--- src/rtl/cic_pkg.sv ---
// Shared constants, types and helpers for the CIC decimator sequencer.
package cic_pkg;

    localparam int unsigned NUM_STAGES     = 3;
    localparam int unsigned STG_GSZ        = 5;
    localparam int unsigned ISZ            = 16;
    localparam int unsigned OSZ            = ISZ + NUM_STAGES * STG_GSZ;

    localparam int unsigned RATIO_W        = 6;
    localparam int unsigned RATIO_MIN      = 2;
    localparam int unsigned RATIO_MAX      = 32;
    localparam int unsigned DEFAULT_RATIO  = 32;

    localparam int unsigned FLUSH_CYCLES   = 2;
    localparam int unsigned SETTLE_OUTPUTS = 3;
    localparam int unsigned FIFO_DEPTH     = 4;

    localparam int unsigned FLUSH_CNT_W    = $clog2(FLUSH_CYCLES + 1);
    localparam int unsigned SETTLE_CNT_W   = $clog2(SETTLE_OUTPUTS + 1);

    typedef enum logic [1:0] {
        IDLE,
        FLUSH,
        SETTLE,
        RUN
    } ctrl_state_t;

    typedef logic [OSZ-1:0]     sample_t;
    typedef logic [RATIO_W-1:0] ratio_t;

    function automatic logic ratio_legal(input ratio_t r);
        return (r >= RATIO_W'(RATIO_MIN)) && (r <= RATIO_W'(RATIO_MAX));
    endfunction

endpackage

--- src/rtl/cic_decim_ctrl_if.sv ---
// Control, CIC-side and stream-side signals of the decimator sequencer.
interface cic_decim_ctrl_if;
    import cic_pkg::*;

    logic    enable;
    logic    ratio_wr;
    ratio_t  ratio_in;
    ratio_t  ratio_cur;
    logic    ratio_err;
    logic    cic_reset;
    logic    cic_dec_stb;
    sample_t cic_out;
    logic    cic_out_valid;
    sample_t m_data;
    logic    m_valid;
    logic    m_ready;
    logic    running;
    logic    overflow;
    logic    overflow_clr;

    // master: the surroundings (control plane, CIC, consumer)
    modport master (
        output enable, ratio_wr, ratio_in, cic_out, cic_out_valid, m_ready, overflow_clr,
        input  ratio_cur, ratio_err, cic_reset, cic_dec_stb, m_data, m_valid, running, overflow
    );

    // slave: the sequencer itself
    modport slave (
        input  enable, ratio_wr, ratio_in, cic_out, cic_out_valid, m_ready, overflow_clr,
        output ratio_cur, ratio_err, cic_reset, cic_dec_stb, m_data, m_valid, running, overflow
    );

endinterface

--- src/rtl/cic_out_fifo.sv ---
// Show-ahead synchronous FIFO buffering CIC output samples.
module cic_out_fifo
    import cic_pkg::*;
#(
    parameter int unsigned WIDTH = OSZ,
    parameter int unsigned DEPTH = FIFO_DEPTH
) (
    input  logic             clk_i,
    input  logic             rst_i,
    input  logic             push_i,
    input  logic [WIDTH-1:0] data_i,
    input  logic             pop_i,
    output logic [WIDTH-1:0] data_o,
    output logic             full_o,
    output logic             empty_o
);

    localparam int unsigned AW = $clog2(DEPTH);
    localparam int unsigned CW = AW + 1;

    logic [WIDTH-1:0] mem_q [DEPTH];
    logic [AW-1:0]    wr_ptr_q, wr_ptr_d;
    logic [AW-1:0]    rd_ptr_q, rd_ptr_d;
    logic [CW-1:0]    count_q, count_d;
    logic             wr_en;
    logic             rd_en;

    assign full_o  = (count_q == CW'(DEPTH));
    assign empty_o = (count_q == '0);
    assign data_o  = mem_q[rd_ptr_q];

    // a full FIFO still accepts a push when the same cycle pops
    assign rd_en = pop_i && !empty_o;
    assign wr_en = push_i && (!full_o || rd_en);

    always_comb begin
        wr_ptr_d = wr_ptr_q;
        rd_ptr_d = rd_ptr_q;
        count_d  = count_q;
        if (wr_en) begin
            wr_ptr_d = wr_ptr_q + AW'(1);
        end
        if (rd_en) begin
            rd_ptr_d = rd_ptr_q + AW'(1);
        end
        count_d = count_q + CW'(wr_en) - CW'(rd_en);
    end

    always_ff @(posedge clk_i) begin
        if (rst_i) begin
            wr_ptr_q <= '0;
            rd_ptr_q <= '0;
            count_q  <= '0;
        end else begin
            wr_ptr_q <= wr_ptr_d;
            rd_ptr_q <= rd_ptr_d;
            count_q  <= count_d;
        end
    end

    always_ff @(posedge clk_i) begin
        if (wr_en) begin
            mem_q[wr_ptr_q] <= data_i;
        end
    end

endmodule

--- src/rtl/cic_decim_ctrl.sv ---
// CIC decimator sequencer: decimation strobe, flush/settle control and output buffering.
module cic_decim_ctrl
    import cic_pkg::*;
(
    input  logic             in_clk,
    input  logic             reset,
    cic_decim_ctrl_if.slave  bus
);

    ctrl_state_t             state_q, state_d;
    ratio_t                  ratio_q, ratio_d;
    ratio_t                  phase_q, phase_d;
    logic [FLUSH_CNT_W-1:0]  flush_cnt_q, flush_cnt_d;
    logic [SETTLE_CNT_W-1:0] discard_q, discard_d;
    logic                    ratio_err_q, ratio_err_d;
    logic                    overflow_q, overflow_d;

    logic    legal_wr;
    logic    active;
    logic    phase_last;
    logic    fifo_push;
    logic    fifo_pop;
    logic    fifo_full;
    logic    fifo_empty;
    logic    drop;
    sample_t fifo_data;

    assign legal_wr   = bus.ratio_wr && ratio_legal(bus.ratio_in);
    assign active     = (state_q == SETTLE) || (state_q == RUN);
    assign phase_last = (phase_q == ratio_q - RATIO_W'(1));
    assign fifo_push  = (state_q == RUN) && bus.cic_out_valid;
    assign fifo_pop   = !fifo_empty && bus.m_ready;
    assign drop       = fifo_push && fifo_full && !fifo_pop;

    // next-state, ratio, counters and sticky flags
    always_comb begin
        state_d     = state_q;
        ratio_d     = ratio_q;
        phase_d     = '0;
        flush_cnt_d = flush_cnt_q;
        discard_d   = discard_q;
        ratio_err_d = 1'b0;
        overflow_d  = overflow_q;

        if (legal_wr) begin
            ratio_d = bus.ratio_in;
        end
        if (bus.ratio_wr && !legal_wr) begin
            ratio_err_d = 1'b1;
        end

        if (drop) begin
            overflow_d = 1'b1;
        end else if (bus.overflow_clr) begin
            overflow_d = 1'b0;
        end

        if (active) begin
            phase_d = phase_last ? '0 : phase_q + RATIO_W'(1);
        end

        case (state_q)
            IDLE: begin
                if (bus.enable) begin
                    state_d     = FLUSH;
                    flush_cnt_d = '0;
                end
            end
            FLUSH: begin
                discard_d = '0;
                if (flush_cnt_q == FLUSH_CNT_W'(FLUSH_CYCLES - 1)) begin
                    state_d = SETTLE;
                end else begin
                    flush_cnt_d = flush_cnt_q + FLUSH_CNT_W'(1);
                end
            end
            SETTLE: begin
                if (bus.cic_out_valid) begin
                    discard_d = discard_q + SETTLE_CNT_W'(1);
                    if (discard_q == SETTLE_CNT_W'(SETTLE_OUTPUTS - 1)) begin
                        state_d = RUN;
                    end
                end
            end
            RUN: begin
            end
            default: begin
                state_d = IDLE;
            end
        endcase

        // a ratio change restarts the flush; dropping enable beats everything
        if (state_q != IDLE && legal_wr) begin
            state_d     = FLUSH;
            flush_cnt_d = '0;
        end
        if (state_q != IDLE && !bus.enable) begin
            state_d = IDLE;
        end
    end

    always_ff @(posedge in_clk) begin
        if (reset) begin
            state_q     <= IDLE;
            ratio_q     <= RATIO_W'(DEFAULT_RATIO);
            phase_q     <= '0;
            flush_cnt_q <= '0;
            discard_q   <= '0;
            ratio_err_q <= 1'b0;
            overflow_q  <= 1'b0;
        end else begin
            state_q     <= state_d;
            ratio_q     <= ratio_d;
            phase_q     <= phase_d;
            flush_cnt_q <= flush_cnt_d;
            discard_q   <= discard_d;
            ratio_err_q <= ratio_err_d;
            overflow_q  <= overflow_d;
        end
    end

    cic_out_fifo #(
        .WIDTH (OSZ),
        .DEPTH (FIFO_DEPTH)
    ) u_fifo (
        .clk_i   (in_clk),
        .rst_i   (reset),
        .push_i  (fifo_push),
        .data_i  (bus.cic_out),
        .pop_i   (fifo_pop),
        .data_o  (fifo_data),
        .full_o  (fifo_full),
        .empty_o (fifo_empty)
    );

    // CIC-facing controls are plain decodes of the state and phase registers
    assign bus.cic_reset   = (state_q == IDLE) || (state_q == FLUSH);
    assign bus.cic_dec_stb = active && phase_last;
    assign bus.running     = (state_q == RUN);
    assign bus.ratio_cur   = ratio_q;
    assign bus.ratio_err   = ratio_err_q;
    assign bus.overflow    = overflow_q;
    assign bus.m_valid     = !fifo_empty;
    assign bus.m_data      = fifo_data;

endmodule
--- src/flat_wrapper.sv ---
// flat-port wrapper written by rule: the top's interface ports become plain ports
module cic_decim_ctrl_flat import cic_pkg::*;
  (in_clk, reset, bus_enable, bus_ratio_wr, bus_ratio_in, bus_cic_out, bus_cic_out_valid, bus_m_ready, bus_overflow_clr, bus_ratio_cur, bus_ratio_err, bus_cic_reset, bus_cic_dec_stb, bus_m_data, bus_m_valid, bus_running, bus_overflow);
  cic_decim_ctrl_if bus_i ();
  input  logic in_clk;
  input  logic reset;
  input wire logic [$bits(bus_i.enable)-1:0] bus_enable;
  input wire logic [$bits(bus_i.ratio_wr)-1:0] bus_ratio_wr;
  input wire logic [$bits(bus_i.ratio_in)-1:0] bus_ratio_in;
  input wire logic [$bits(bus_i.cic_out)-1:0] bus_cic_out;
  input wire logic [$bits(bus_i.cic_out_valid)-1:0] bus_cic_out_valid;
  input wire logic [$bits(bus_i.m_ready)-1:0] bus_m_ready;
  input wire logic [$bits(bus_i.overflow_clr)-1:0] bus_overflow_clr;
  output wire logic [$bits(bus_i.ratio_cur)-1:0] bus_ratio_cur;
  output wire logic [$bits(bus_i.ratio_err)-1:0] bus_ratio_err;
  output wire logic [$bits(bus_i.cic_reset)-1:0] bus_cic_reset;
  output wire logic [$bits(bus_i.cic_dec_stb)-1:0] bus_cic_dec_stb;
  output wire logic [$bits(bus_i.m_data)-1:0] bus_m_data;
  output wire logic [$bits(bus_i.m_valid)-1:0] bus_m_valid;
  output wire logic [$bits(bus_i.running)-1:0] bus_running;
  output wire logic [$bits(bus_i.overflow)-1:0] bus_overflow;
  assign bus_i.enable = bus_enable;
  assign bus_i.ratio_wr = bus_ratio_wr;
  assign bus_i.ratio_in = bus_ratio_in;
  assign bus_i.cic_out = bus_cic_out;
  assign bus_i.cic_out_valid = bus_cic_out_valid;
  assign bus_i.m_ready = bus_m_ready;
  assign bus_i.overflow_clr = bus_overflow_clr;
  assign bus_ratio_cur = bus_i.ratio_cur;
  assign bus_ratio_err = bus_i.ratio_err;
  assign bus_cic_reset = bus_i.cic_reset;
  assign bus_cic_dec_stb = bus_i.cic_dec_stb;
  assign bus_m_data = bus_i.m_data;
  assign bus_m_valid = bus_i.m_valid;
  assign bus_running = bus_i.running;
  assign bus_overflow = bus_i.overflow;
  cic_decim_ctrl u_core (.in_clk(in_clk), .reset(reset), .bus(bus_i));
endmodule
--- config.mk ---
export PLATFORM = sky130hd
export DESIGN_NAME = cic_decim_ctrl_flat
export DESIGN_NICKNAME = d
export VERILOG_FILES = /design/src/rtl/cic_pkg.sv /design/src/rtl/cic_decim_ctrl_if.sv /design/src/rtl/cic_out_fifo.sv /design/src/rtl/cic_decim_ctrl.sv /design/src/flat_wrapper.sv
export SDC_FILE = /design/constraint.sdc
export NUM_CORES = 1
export LEC_CHECK = 0
export ABC_AREA = 1
export CAP_MARGIN = 10
export CORE_MARGIN = 2
export CORE_UTILIZATION = 54
export CTS_CLUSTER_SIZE = 10
export DETAILED_ROUTE_END_ITERATION = 16
export PLACE_DENSITY = 0.79
export SLEW_MARGIN = 40
export SYNTH_ARGS = -nofsm -noshare
export SYNTH_HDL_FRONTEND = slang
export SYNTH_SLANG_ARGS = --single-unit
--- constraint.sdc ---
create_clock -name in_clk -period 3.3 [get_ports in_clk]
set_input_delay 0.66 -clock in_clk [delete_from_list [all_inputs] [get_ports in_clk]]
set_output_delay 0.66 -clock in_clk [all_outputs]
set_load 0.03 [all_outputs]
==> run metrics <==
status=finished, final reports clean; HP Start=u_core.u_fifo.rd_ptr_q[0]$_SDFFE_PP0N_; synthesized-area fraction occupied by adder cells=0.0336; DP HPWL=7.34 mm; Die Width=111 µm; Final min period=3.00 ns; Filler cells=757; worst vdd ir=0.000395 V; startpoint class of the critical path=flip-flop; Leak=2.78 nW; Int Power=0.00392 W; Setup WS post-layout=0.296 ns; Max Transition Viols Final=0; Clock transition at path regs=0.06 ns; diode count=0; Post-Route Skew=0.00718 ns; f_max=0.333 GHz; Bufs on Longest Clock Path=2; num ports=87; Synth Warn #=0; Cells after Synth=522; first-pass GRT wire length=20.0 mm; buffers plus inverters on the worst setup path=3; vias=4,213; initial antenna violation count=0; crit-path max FO=34; worst-skew pair later-pin latency=0.41 ns; initial drt markers=264; cells along the critical path=clkinv_1 > buf_4 > o21ai_0 > o22ai_1 > clkdlybuf4s50_1; R2R Path Start=u_core.state_q[0]$_SDFFE_PP0P_; Syn-to-layout area delta=26.9%; vias in the first global route=4,160; Slowest-stage cell, CP=clkdlybuf4s50_1; # DRC=0; Clock power frac=0.342; Worst Path Arrival=2.34 ns; Post-CTS Setup Inserts=0; final WL=12.2 mm; Starting Density=0.548; Clock H-tree levels=4; max_cap viols=0; measured slew at the worst slew-check pin=0.485 ns; CORE AREA=11,300 µm²; Logic pwr share=0.267; Buffers on Ports=86; post-synthesis compound-gate area fraction=0.113; area share of the largest cell type after synthesis=0.603; Hold Vio Cnt, Final=0; RePlAce Congestion=0.798; sequential area share after synthesis=0.697; setup TNS=0 ns; Net Sw Frac=0.311; post-synth top area cell=edfxtp_1; share of layout cells above drive strength 1=0.0892; DR pass1 iterations=5; Die H=111 µm; GRT Overall Usage=0.207; Pwr Density=726 nW/µm²; Area contributors post-synth=edfxtp_1 (60%), dfxtp_1 (9.4%), o21ai_0 (5.8%); antenna-violating nets left=0; die area=12,300 µm²; largest net degree at the start of global routing=37; main combinational cell family by area after synthesis=compound AO/OA/AOI/OAI gates; Sw Pwr=0.00177 W; post-place setup slack=0.450 ns; Synth Register Bits=153; sequential share of power=0.392; CTS Root Buffer Type=clkbuf_16; count of cell types in the netlist=31; RSZ-0062 raised after global routing=no; Routed wire per std cell=15.9 µm; kind of critical path=flip-flop to output port; mux share of post-synthesis cell area=0; Syn Std Cell Area=6170 µm²; fin crit share=0.910; CP endpoint kind=output port; Layout Nets=675; Top Family by Delay on Critical Path=buffers and inverters; Mapped Avg Cell Area=11.8 µm²; hold buffers post-CTS=0; via/cell ratio=5.46; Critical Path RT=2.64 ns; CTS tree=done; final setup fails=0; Slew HR=0.677; simple-gate share of the synthesized area=0.108; grt total ovfl=0; Synth Area in XOR/XNOR=0.0113; Cell Rows=39; Crit path largest cell delay=0.72 ns; Worst Hold Class=flip-flop to flip-flop; TritonCTS Buffers=17; clock sinks=153; post-synth net total=582
## metal layers
layer | track usage | share of wire
met1 | 0.251 | 0.41
met2 | 0.359 | 0.52
met3 | 0.0547 | 0.054
met4 | 0.0725 | 0.0088
met5 | 0 | 0
## through the flow
step,area (µm²),utilization,hold slack (ns),total power (W),cells
after floorplan,6170,-,0.436,0.00320,522
after global placement,7230,0.641,0.451,0.00373,739
after detailed placement,7230,0.641,0.462,0.00378,739
after CTS,7830,0.695,0.471,0.00572,771
after global routing,7840,0.695,0.487,0.00593,771
final,7840,0.695,0.468,0.00569,771
## cells in the mapped netlist (all sizes together)
master and n:
o21ai 74, nor3 8, nand2 46, fa 1
or2 3, o211ai 1, ha 15, xor2 5
o21a 1, nand3 15, dfxtp 29, inv 36
buf 5, a211oi 2, edfxtp 124, nor2 87
clkbuf 16, clkinv 1, xnor2 3, o22ai 31
a21oi 17, o21bai 1, nor3b 1
## registers in the layout, summed over array words and instances (netlist names), named ones only
signal,count
u_core.discard_q,2
u_core.state_q,2
u_core.u_fifo.wr_ptr_q,2
u_core.flush_cnt_q,2
u_core.bus.overflow,1
u_core.u_fifo.count_q,3
u_core.bus.ratio_err,1
u_core.u_fifo.mem_q,124
u_core.bus.ratio_cur,6
u_core.u_fifo.rd_ptr_q,2
u_core.phase_q,6
## cells by family (layout without fill, tap and decap cells)
kind of cell               after synthesis  after routing
adders and majority gates               16             16
DFF                                    153            153
and+or+nand+nor                        160            160
AOI/OAI and AO/OA                      127            127
buffers and inverters                   58            164
xor gates and xnor gates                 8              8
## placed cells by master (no fill, tap or decap), types with 8 or more instances in the layout
cell,count
nand2_1,44
edfxtp_1,124
o21ai_0,71
clkdlybuf4s50_1,82
ha_1,15
nor2_1,80
inv_1,35
o22ai_1,31
nand3_1,13
clkbuf_16,17
dfxtp_1,28
a21oi_1,17
buf_4,11
nor3_1,8
## worst register-to-register path, stage by stage, from the launching register on
cell and delay, ns:
dfxtp_1 0.41, ha_1 0.31, nand2_1 0.11, o21bai_4 0.26, ha_1 0.31, inv_1 0.04, ha_1 0.19, fa_1 0.38
o21ai_0 0.17, a21oi_1 0.05
## final cells by class
type                       instances  area [µm²]  area share
multi-input combinational        311        1670       0.214
tap                              143         179      0.0228
sequential                       153        4310       0.550
inverter                          37         139      0.0177
timing repair buffer              95         936       0.119
clock inverter                    15         174      0.0222
clock buffer                      17         425      0.0543
## power by group through the flow
| stage | Sequential (W) | Clock, W | Combinational [W] |
|---|---|---|---|
| 6_report | 0.00223 | 0.00194 | 0.00152 |
| 5_1_grt | 0.00224 | 0.00205 | 0.00164 |
| 4_1_cts | 0.00223 | 0.00197 | 0.00152 |
| 3_5_place_dp | 0.00227 | 0 | 0.00151 |
| 3_3_place_gp | 0.00226 | 0 | 0.00147 |
| 2_1_floorplan | 0.00224 | 0 | 0.000966 |
## final timing paths
| path | to | cells after the start | slack [ns] |
|---|---|---|---|
| min | flip-flop | 1 | 0.47 |
| max | bus_m_data[22] | 5 | 0.30 |
| min reg2reg | flip-flop | 1 | 0.47 |
| max reg2reg | u_core.u_fifo.count_q[2]$_SDFF_PP0_ | 9 | 0.95 |
## repair_timing
action                                  CTS  global route
resized for setup                         0             2
endpoints found under the setup margin    0             4
hold endpoints to repair                  0             0
Power figures use the tool's default switching activity.
==> RTL edit, RTL diff (same flow settings) <==
Reset style: asynchronous (`reset` and `rst_i`), changed in 2 clocked blocks.
--- a/src/rtl/cic_out_fifo.sv
+++ b/src/rtl/cic_out_fifo.sv
@@ -47,5 +47,5 @@
     end
 
-    always_ff @(posedge clk_i) begin
+    always_ff @(posedge clk_i or posedge rst_i) begin
         if (rst_i) begin
             wr_ptr_q <= '0;
--- a/src/rtl/cic_decim_ctrl.sv
+++ b/src/rtl/cic_decim_ctrl.sv
@@ -100,5 +100,5 @@
     end
 
-    always_ff @(posedge in_clk) begin
+    always_ff @(posedge in_clk or posedge reset) begin
         if (reset) begin
             state_q     <= IDLE;
Function: differs if reset is asserted again (counterexample within 4 cycles, from zero or initial values and one cycle with reset high); with reset held inactive, the same outputs for 10 cycles.
==> RTL edit against the unedited design <==
Critical path type unchanged. Sequential power increased by 4%. Clock skew about the same. Sequential cell count decreased by 2. Die area increased by 1.4%. Area after synthesis increased by 1.5%. Routed wire length increased by 2.1%. Total power increased by 19%. Setup slack got worse by 82 ps. Combinational power increased by 72%. Non-clock buffer count increased by 8. Synthesized cell count unchanged. Cell area increased by 1.4%.
==> RTL edit: results (changes against the unedited design) <==
stage	metric	value	unit	change
run_status	status	complete, no violations		
routing	viasPerCell	5.387		-1.4%
synthesis	synth_compound_area_share	10.06	%	-1.2 points
placement	dpl.cell_count	748		+1.2%
routing	first_iter_violations	344		+30%
pwr	clkPwrFrac	26.9	%	-7.3 points
placement	dp_hpwl	8.195	mm	+12%
sta	slew_headroom	56.65	%	-11 points
global_routing	grt_usage	20.93	%	+0.26 points
worst_setup_path	r2r-end	u_core.u_fifo.count_q[2]$_DFF_PP0_		
synthesis	post_synth_num_cell_types	32		+3.2%
synthesis	syn_area_per_cell	12.00	um^2	+1.5%
synthesis	synth_xor_area_share	1.118	%	-0.017 points
synthesis	yosysSeqAreaShare	70.23	%	+0.52 points
pwr	p_sw	2.468	mW	+39%
sta	hold_ws	507.3	ps	+39.67 ps
global_routing	grt_pass1_vias	4374		+5.1%
global_routing	grt_first_pass_wirelength	20.02	mm	+0.31%
synthesis	async_reset_ff_share	17.88	%	+18 points
worst_setup_path	ff2ff_setup_slack	1340	ps	+390 ps
worst_setup_path	r2r_start	u_core.state_q[0]$_DFFE_PP0P_		
routing	routedWlPerCell	16.01	um	+0.90%
pwr	combPwrFrac	38.7	%	+12 points
sta	min_period	3087	ps	+82.36 ps
routing	drt_wl_total	12.49	mm	+2.1%
synthesis	netlist_top_cells_area	edfxtp_1 (59%), dfrtp_1 (10%), o21ai_0 (5.6%)		
final_layout	drive_gt1_share	10.05	%	+1.1 points
worst_setup_path	cp_max_fo	28		-18%
global_routing	grt_start_max_net_pins	63		+70%
worst_setup_path	crit_arrival	2430	ps	+90 ps
pwr	pg_seq	2.33	mW	+4%
synthesis	synth_adder_area_share	3.315	%	-0.049 points
pwr	power.leakage	3.018	nW	+8.6%
-- RTL edit: metal layers --
metal,vias to the layer above,wire length [um],share of wire [%],GRT usage (%)
met1,2035,5040,40,23.76
met3,22,594,4.8,4.573
met2,119,6582,53,36.97
met5,-,0,0,0
li1,2026,-,-,-
met4,0,273,2.2,11.19
-- RTL edit: what timing repair did --
action | in CTS | in global routing
setup buffers | 0 | 0
gates resized for setup | 0 | 1
setup endpoints to repair | 0 | 1
-- RTL edit: critical path, stage by stage (launching register included) --
cell,delay [ps]
dfrtp_2,550
buf_4,350
o21ai_0,150
o22ai_1,240
clkdlybuf4s50_1,710
-- RTL edit: cell type report --
type                            count  area (um^2)
Clock buffer                       18        429.2
Clock inverter                     14        132.6
Fill cell                         772         3422
Inverter                           51        191.4
Multi-Input combinational cell    300         1613
Sequential cell                   151         4402
Tap cell                          143        178.9
Timing Repair Buffer              103         1001
